File: src/rtl/mv_ctrl_pkg.sv
// Shared types and helpers for the matrix-vector multiply sequencer.
package mv_ctrl_pkg;

  typedef enum logic [2:0] {
    IDLE,
    LOAD,
    DRAIN,
    WRITE,
    DONE
  } state_t;

  localparam int RD_LAT_MAX = 4;

  function automatic int addr_width(input int depth);
    return (depth > 1) ? $clog2(depth) : 1;
  endfunction

endpackage

File: src/rtl/mv_ctrl_fsm_valid_pipe.sv
// Delays the {first, valid} read-beat flags by the BRAM read latency so they
// line up with read data arriving at the MAC array.
module mv_valid_pipe #(
  parameter int DEPTH = 1
) (
  input  logic clk,
  input  logic rst,
  input  logic first_i,
  input  logic valid_i,
  output logic first_o,
  output logic valid_o
);

  logic [1:0] stage_q [DEPTH];

  // NOTE: sequential state is written with <= so every stage samples its
  // neighbour's pre-edge value; blocking here would collapse the pipe.
  always_ff @(posedge clk) begin
    if (rst) begin
      // NOTE: every stage is cleared (the array is tiny) so an aborted job
      // cannot leave a stale valid or first beat in flight.
      for (int i = 0; i < DEPTH; i++) stage_q[i] <= '0;
    end else begin
      stage_q[0] <= {first_i, valid_i};
      for (int i = 1; i < DEPTH; i++) stage_q[i] <= stage_q[i-1];
    end
  end

  assign {first_o, valid_o} = stage_q[DEPTH-1];

endmodule

File: src/rtl/mv_ctrl_fsm.sv
// Job sequencer: N operand reads, drain for read latency, M result writes,
// with start/busy/done handshake and MAC/shift-register controls.
module mv_ctrl_fsm
  import mv_ctrl_pkg::*;
#(
  parameter int N          = 4,
  parameter int M          = 4,
  parameter int BRAM_DEPTH = 32,
  parameter int RD_LAT     = 1,
  localparam int AW        = addr_width(BRAM_DEPTH),
  localparam int WCW       = $clog2(M + 1)
) (
  input  logic           clk,
  input  logic           rst,
  input  logic           start_i,
  input  logic [AW-1:0]  rd_base_i,
  input  logic [AW-1:0]  wr_base_i,
  output logic           busy_o,
  output logic           done_o,
  output logic           rd_en_o,
  output logic [AW-1:0]  rd_addr_o,
  output logic           init_o,
  output logic           acc_en_o,
  output logic           shift_en_o,
  output logic           mem_wr_en_o,
  output logic [AW-1:0]  wr_addr_o,
  output logic [WCW-1:0] wr_count_o
);

  localparam int CW = $clog2(N + RD_LAT + 1);

  if (N < 1 || M < 1 || RD_LAT < 1 || RD_LAT > RD_LAT_MAX ||
      N >= BRAM_DEPTH || M > BRAM_DEPTH) begin : g_bad_params
    $error("mv_ctrl_fsm: illegal parameter combination");
  end

  state_t         state_q;
  logic [CW-1:0]  cnt_q;
  logic [AW-1:0]  wr_base_q;
  logic [AW-1:0]  rd_addr_q;
  logic [AW-1:0]  wr_addr_q;
  logic [WCW-1:0] wr_count_q;
  logic           busy_q;
  logic           done_q;
  logic           rd_en_q;
  logic           shift_en_q;
  logic           mem_wr_en_q;
  logic           first_beat;

  // Addresses wrap modulo BRAM_DEPTH, which need not be a power of two.
  function automatic logic [AW-1:0] addr_inc(input logic [AW-1:0] a);
    return (a == AW'(BRAM_DEPTH - 1)) ? '0 : a + 1'b1;
  endfunction

  always_ff @(posedge clk) begin
    if (rst) begin
      state_q     <= IDLE;
      cnt_q       <= '0;
      wr_base_q   <= '0;
      rd_addr_q   <= '0;
      wr_addr_q   <= '0;
      wr_count_q  <= '0;
      busy_q      <= 1'b0;
      done_q      <= 1'b0;
      rd_en_q     <= 1'b0;
      shift_en_q  <= 1'b0;
      mem_wr_en_q <= 1'b0;
    end else begin
      done_q      <= 1'b0;
      rd_en_q     <= 1'b0;
      shift_en_q  <= 1'b0;
      mem_wr_en_q <= 1'b0;
      wr_count_q  <= '0;
      case (state_q)
        IDLE: begin
          if (start_i) begin
            state_q   <= LOAD;
            busy_q    <= 1'b1;
            cnt_q     <= '0;
            wr_base_q <= wr_base_i;
            rd_addr_q <= rd_base_i;
            rd_en_q   <= 1'b1;
          end
        end
        LOAD: begin
          if (cnt_q == CW'(N - 1)) begin
            state_q <= DRAIN;
            cnt_q   <= '0;
          end else begin
            cnt_q     <= cnt_q + 1'b1;
            rd_en_q   <= 1'b1;
            rd_addr_q <= addr_inc(rd_addr_q);
          end
        end
        // Last read beat needs RD_LAT cycles to land plus one for the MAC register.
        DRAIN: begin
          if (cnt_q == CW'(RD_LAT)) begin
            state_q     <= WRITE;
            mem_wr_en_q <= 1'b1;
            wr_count_q  <= WCW'(1);
            wr_addr_q   <= wr_base_q;
            shift_en_q  <= (M > 1);
          end else begin
            cnt_q <= cnt_q + 1'b1;
          end
        end
        WRITE: begin
          if (wr_count_q == WCW'(M)) begin
            state_q <= DONE;
            done_q  <= 1'b1;
          end else begin
            mem_wr_en_q <= 1'b1;
            wr_count_q  <= wr_count_q + 1'b1;
            wr_addr_q   <= addr_inc(wr_addr_q);
            shift_en_q  <= (wr_count_q + WCW'(1)) != WCW'(M);
          end
        end
        DONE: begin
          state_q <= IDLE;
          busy_q  <= 1'b0;
        end
        default: begin
          state_q <= IDLE;
          busy_q  <= 1'b0;
        end
      endcase
    end
  end

  assign first_beat = rd_en_q && (state_q == LOAD) && (cnt_q == '0);

  mv_valid_pipe #(.DEPTH(RD_LAT)) u_valid_pipe (
    .clk     (clk),
    .rst     (rst),
    .first_i (first_beat),
    .valid_i (rd_en_q),
    .first_o (init_o),
    .valid_o (acc_en_o)
  );

  assign busy_o      = busy_q;
  assign done_o      = done_q;
  assign rd_en_o     = rd_en_q;
  assign rd_addr_o   = rd_addr_q;
  assign shift_en_o  = shift_en_q;
  assign mem_wr_en_o = mem_wr_en_q;
  assign wr_addr_o   = wr_addr_q;
  assign wr_count_o  = wr_count_q;

endmodule

File: config.mk
export PLATFORM = sky130hd
export DESIGN_NAME = mv_ctrl_fsm
export DESIGN_NICKNAME = d
export VERILOG_FILES = /design/src/rtl/mv_ctrl_pkg.sv /design/src/rtl/mv_ctrl_fsm_valid_pipe.sv /design/src/rtl/mv_ctrl_fsm.sv
export SDC_FILE = /design/constraint.sdc
export NUM_CORES = 1
export LEC_CHECK = 0
export BUFFER_PORTS_ARGS = -buffer_cell sky130_fd_sc_hd__buf_2
export CAP_MARGIN = 20
export CORE_ASPECT_RATIO = 1.2
export CORE_UTILIZATION = 54
export DETAILED_ROUTE_END_ITERATION = 16
export GPL_TIMING_DRIVEN = 1
export PLACE_DENSITY = 0.86
export SYNTH_ARGS = -nofsm -noshare
export SYNTH_HDL_FRONTEND = slang
export SYNTH_SLANG_ARGS = --single-unit
File: constraint.sdc
create_clock -name clk -period 1.95 [get_ports clk]
set_input_delay 0.195 -clock clk [delete_from_list [all_inputs] [get_ports clk]]
set_output_delay 0.195 -clock clk [all_outputs]
set_load 0.02 [all_outputs]
**Yosys cells after proc, flatten, opt, wreduce, memory -nomap -nowiden**

Memories as Yosys holds them, arrays and structs flattened.
Index checks and enable logic that the tools add are counted.

- Add/sub/neg operators: 4
- Equality and inequality tests: 16
- Mux-type cells: 36
- Bitwise operators: 2
- Reduce and logical (&&, ||, !) cells: 16

Operators with widths:

| cell | count |
|---|---|
| 2-to-1 mux 5 bit | 6 |
| 2-to-1 mux 3 bit | 8 |
| case mux 5 bit (2 select lines) | 2 |
| inequality test 2 bit, second input constant | 7 |
| 2-to-1 mux 1 bit | 12 |
| case mux 3 bit (4 select lines) | 1 |
| adder 5 x 1 -> 5 bit, second input constant | 2 |
| == test 5 bit, second input constant | 2 |
| == test 3 x 2 -> 1 bit, second input constant | 3 |
| case mux 3 bit (3 select lines) | 1 |
| AND reduction 3 bit | 3 |
| case mux 1 bit (2 select lines) | 4 |
| adder 3 x 1 -> 3 bit, second input constant | 2 |
| == test 3 x 1 -> 1 bit, second input constant | 2 |
| logical NOT 3 bit | 2 |
| case mux 3 bit (2 select lines) | 1 |
| AND reduction 2 bit | 2 |
| AND reduction 4 bit | 1 |
| nonzero test 2 bit | 2 |
| OR reduction 2 bit | 2 |
| == test 3 bit, second input constant | 1 |
| inequality test 3 bit, second input constant | 1 |
| nonzero test 3 bit | 1 |
| OR reduction 3 bit | 1 |
| other kinds (3) | 5 |

- Bits in registers: 29
- RAM bits: 2
- Input port bits: 13
- Output and inout bits: 20
- Memories kept: 1

Memories:

| memory | words | bits a word | rd ports | clocked after Yosys merged registers in | write ports | RTL line | text |
|---|---|---|---|---|---|---|---|
| u_valid_pipe.stage_q | 1 | 2 | 1 | 0 | 1 | mv_ctrl_fsm_valid_pipe.sv:14 | `logic [1:0] stage_q [DEPTH];` |

**Longest topological paths before layout**

- Depth in word-level cells: 4
- Mapped depth: 7

**Hierarchy**

From an unflattened synthesis, not the netlist that was laid out.

- Cell total of the unflattened synthesis: 166
- Area, all modules: 1591.5 sq um

By module, submodules not included:

| module | times used | cells each | area each (sq um) | seq. area each (sq um) |
|---|---|---|---|---|
| mv_ctrl_fsm | 1 | 162 | 1539.0 | 580.6 |
| mv_valid_pipe | 1 | 4 | 52.6 | 40.0 |

**Least setup slack after synthesis**

No wires, ideal clock.

- Kind: register to register
- From: register wr_count_q[0], in the netlist wr_count_o[0]
- To: register state_q[0]
- Setup time: 0.134 ns
- Data arrival time: 1.542 ns
- Required time: 1.816 ns
- Slack: 0.274 ns
- Stages on the path, launching flop included: 7
- Path buffers: 0
- Clock period less this slack: 1.676 ns
- Cells stage by stage: dfxtp_1 -> inv_1 -> ha_1 -> and2_1 -> mux4_2 -> xnor2_1 -> nor3_1

- Word-level cells in the longest chain between the ends: 3

RTL lines:

| what | RTL line | text |
|---|---|---|
| from (decl) | mv_ctrl_fsm.sv:42 | `logic [WCW-1:0] wr_count_q;` |
| from (signal assigned) | mv_ctrl_fsm.sv:113 | `wr_count_q <= wr_count_q + 1'b1;` |
| == test 3 bit | mv_ctrl_fsm.sv:108 | `if (wr_count_q == WCW'(M)) begin` |
| inequality test 2 bit (no source line) | -- |  |
| AND reduction 4 bit (no source line) | -- |  |
| to (signal assigned) | mv_ctrl_fsm.sv:109 | `state_q <= DONE;` |
| to (signal assigned) | mv_ctrl_fsm.sv:119 | `state_q <= IDLE;` |
| to (signal assigned) | mv_ctrl_fsm.sv:123 | `state_q <= IDLE;` |
| to (decl) | mv_ctrl_fsm.sv:37 | `state_t state_q;` |

No other way between the ends.
A chain may end at the register's enable or synchronous reset.

**Worst setup path after layout**

- From: register cnt_q[0]
- To: register wr_addr_q[3], in the netlist wr_addr_o[3]

- Word-level cells in the longest chain between the ends: 3

RTL lines:

| what | RTL line | text |
|---|---|---|
| from (decl) | mv_ctrl_fsm.sv:38 | `logic [CW-1:0] cnt_q;` |
| from (signal assigned) | mv_ctrl_fsm.sv:90 | `cnt_q <= cnt_q + 1'b1;` |
| from (signal assigned) | mv_ctrl_fsm.sv:104 | `cnt_q <= cnt_q + 1'b1;` |
| == test 3 x 1 -> 1 bit | mv_ctrl_fsm.sv:97 | `if (cnt_q == CW'(RD_LAT)) begin` |
| inequality test 2 bit (no source line) | -- |  |
| AND reduction 3 bit (no source line) | -- |  |
| to (signal assigned) | mv_ctrl_fsm.sv:101 | `wr_addr_q <= wr_base_q;` |
| to (signal assigned) | mv_ctrl_fsm.sv:114 | `wr_addr_q <= addr_inc(wr_addr_q);` |
| to (decl) | mv_ctrl_fsm.sv:41 | `logic [AW-1:0] wr_addr_q;` |

No other way between the ends.

==> metrics <==
worst hold path class=input port to register; Worst setup EP type=register; critical path type=register to register; die extent in x=around 52 um; Synth area leaders=dfxtp_1 39%, ha_1 9.4%, mux2i_1 5.6%; final hold viol count=0; fin crit share=0.883; asr flop ratio synth=0; Syn Inst Count=~170; Overall Global Routing Usage=0.229; reg-to-reg setup timing slack=230 ps; Max stage delay on crit path=just over 400 ps; reg2reg path depth=5; crit path DAT=~2000 ps; GRT overflow=0; vias in the first global route=between 1k and 1.5k; antenna-violating nets left=0; 1st-pass router iterations=3; Fill cells=235; Worst slew margin=0.690; r2r startpoint=cnt_q[0]; synthesized net count=roughly 190; layout cells sized above 1=0.261; # diodes=0; 1st-iter DRT viols=29; startpoint types=register; Worst path slowest cell=or3b_4; Power, Total=1.37 mW; TritonCTS clock tree=built; worst endpoint required time=~2200 ps; Clock Latency Late Sink=about 340 ps; Hold EP=wr_base_q[0]; CP delay by family, top=compound AO/OA/AOI/OAI gates; row count=21; final-report max-slew violation count=0; PortBufs=32; initial core utilization=0.568; root buf cell=clkbuf_4; critical path peak fanout=11; Buf/Inv on CP=0; Worst Max-Slew Pin Slew=~460 ps; TNS Setup=0 ps; final net count=between 200 and 250; Hold Path Depth=3; average size of a mapped cell=approximately 9.5 um2; post-synthesis sequential area ratio=0.389; H-tree Lvls=2; Worst Skew=about 14 ps; warnings from Yosys=0; # DRC=0; DP HPWL=2410 um; Synth area leader=dfxtp_1; CP cell instances=ha_1 > or3b_4 > a21oi_4 > nor2_1 > a311oi_1; Area Overhead vs Synth=15.0%; Top FF cell, synth=dfxtp_1; DR WL/cell=~13 um; Worst-path clk slew=approximately 100 ps; Worst VDD drop=about 570 uV; CP startpoint=cnt_q[0]; initial antenna violation count=0; CORE AREA=around 2800 um2; first-pass GRT wire length=roughly 5200 um; IO Pins=33; final instance area=1840 um2; RSZ-0062 raised after global routing=false; routed wire length=between 3000 and 4000 um; vias post-DR=roughly 1.3k; pwr dens=between 700 and 800 nW/um2; P_leak=between 0.8 and 0.9 nW; Final min period=1720 ps; max-cap violations=0; CTS sink count=31; vias per cell=about 5.4; Placer Congestion=0.757; die area=3180 um2; Die Y=between 60 and 70 um; clock buffer depth=2; Hold Startpoint=wr_base_i[0]; outcome=finished, final reports clean; Setup violations, final=0; Yosys reg bits=31; post-synthesis cell type count=45; area share of the largest cell type after synthesis=0.389; Fmax=0.581 GHz; number of synthesized flops with an enable pin=0; CTS Buf Count=5; Crit Reg-Reg Endpoint=wr_addr_o[3]; commonest non-fill, non-tap cells in the layout=32 x buf_2, 31 x dfxtp_1, 21 x nor2_1; Placed Instance Area=approximately 1800 um2; most common cell after layout, fill and taps aside=buf_2; largest net degree at the start of global routing=23; Netlist Area Pre-Place=around 1600 um2
==> final cells by class <==
class	instances	area, um2	area share
multi-input combinational	121	902	0.491
clock inverter	2	12.5	0.00682
timing repair buffer	36	190	0.104
sequential	31	621	0.338
clock buffer	6	41.3	0.0225
inverter	7	26.3	0.0143
tap	34	42.5	0.0232
==> worst max path at each step <==
| stage | cells past startpoint | slack [ps] | endpoint |
|---|---|---|---|
| after global routing | 5 | 100 | wr_addr_o[3] |
| after floorplan | 6 | 270 | state_q[0] |
| after detailed placement | 5 | 110 | wr_addr_o[2] |
| after global placement | 5 | 220 | wr_addr_o[3] |
| after CTS | 5 | 100 | wr_addr_o[2] |
| final | 5 | 230 | wr_addr_o[3] |
==> cell families (layout without fill, tap and decap cells) <==
| logic type | after synthesis | in the layout | synth area share |
|---|---|---|---|
| compound gates | 33 | 33 | 0.146 |
| xor+xnor | 4 | 4 | 0.0219 |
| fa+ha+maj | 12 | 12 | 0.0940 |
| buf+inv | 16 | 51 | 0.0509 |
| flops | 31 | 31 | 0.389 |
| mux | 10 | 10 | 0.0705 |
| simple gates | 62 | 62 | 0.228 |
==> registers in the layout (all words and copies together), names as in the netlist <==
name and cells:
busy_o 1, cnt_q 3, done_o 1, mem_wr_en_o 1, rd_addr_o 5, rd_en_o 1
shift_en_o 1, state_q 3, u_valid_pipe.stage_q 2, wr_addr_o 5, wr_base_q 5, wr_count_o 3
==> power breakdown <==
part	switching [mW]	internal (mW)
registers	0.0346	0.674
logic	0.167	0.133
clock network	0.221	0.139
==> metal layers <==
layer	part of all wire	global-route usage	vias up	wire length, um
li1	-	-	661	-
met1	0.42	0.243	594	1300
met2	0.53	0.416	29	1630
met3	0.036	0.0741	4	111
met4	0.016	0.104	0	49
met5	0	0	-	0
==> synth_stat cells, types with 2 or more instances <==
cell type,instances
dfxtp_1,31
nor3_1,11
nand2_1,2
nand3_1,2
a211oi_2,3
or3_1,2
nand2b_1,3
nor2b_1,6
xnor2_1,3
nor2_1,21
a211oi_1,4
clkbuf_1,4
a21oi_1,8
ha_1,12
mux2i_1,9
o21ai_0,6
o21a_1,3
and2_1,2
buf_2,2
buf_6,2
inv_1,7
and3_1,2
==> stage by stage <==
step                       util  instances  hold slack [ps]  setup WS (ps)
after floorplan               -        168              275            274
after global placement    0.631        229              430            223
after detailed placement  0.631        229              447            112
after CTS                 0.650        237             83.1            103
after global routing      0.653        237             76.5            105
final                     0.653        237             95.6            228
==> what timing repair did <==
item | CTS | global route
resized for setup | 0 | 1
buffers inserted | 0 | 0
hold buffers | 0 | 0
setup endpoints to repair | 0 | 1
==> worst min-delay path, delay by kind of cell <==
kind | cells | cell delay, ps
AND/OR/NAND/NOR | 1 | 70
multiplexers | 1 | 50
buffers and inverters | 1 | 80
(Power assumes the default switching activity.)
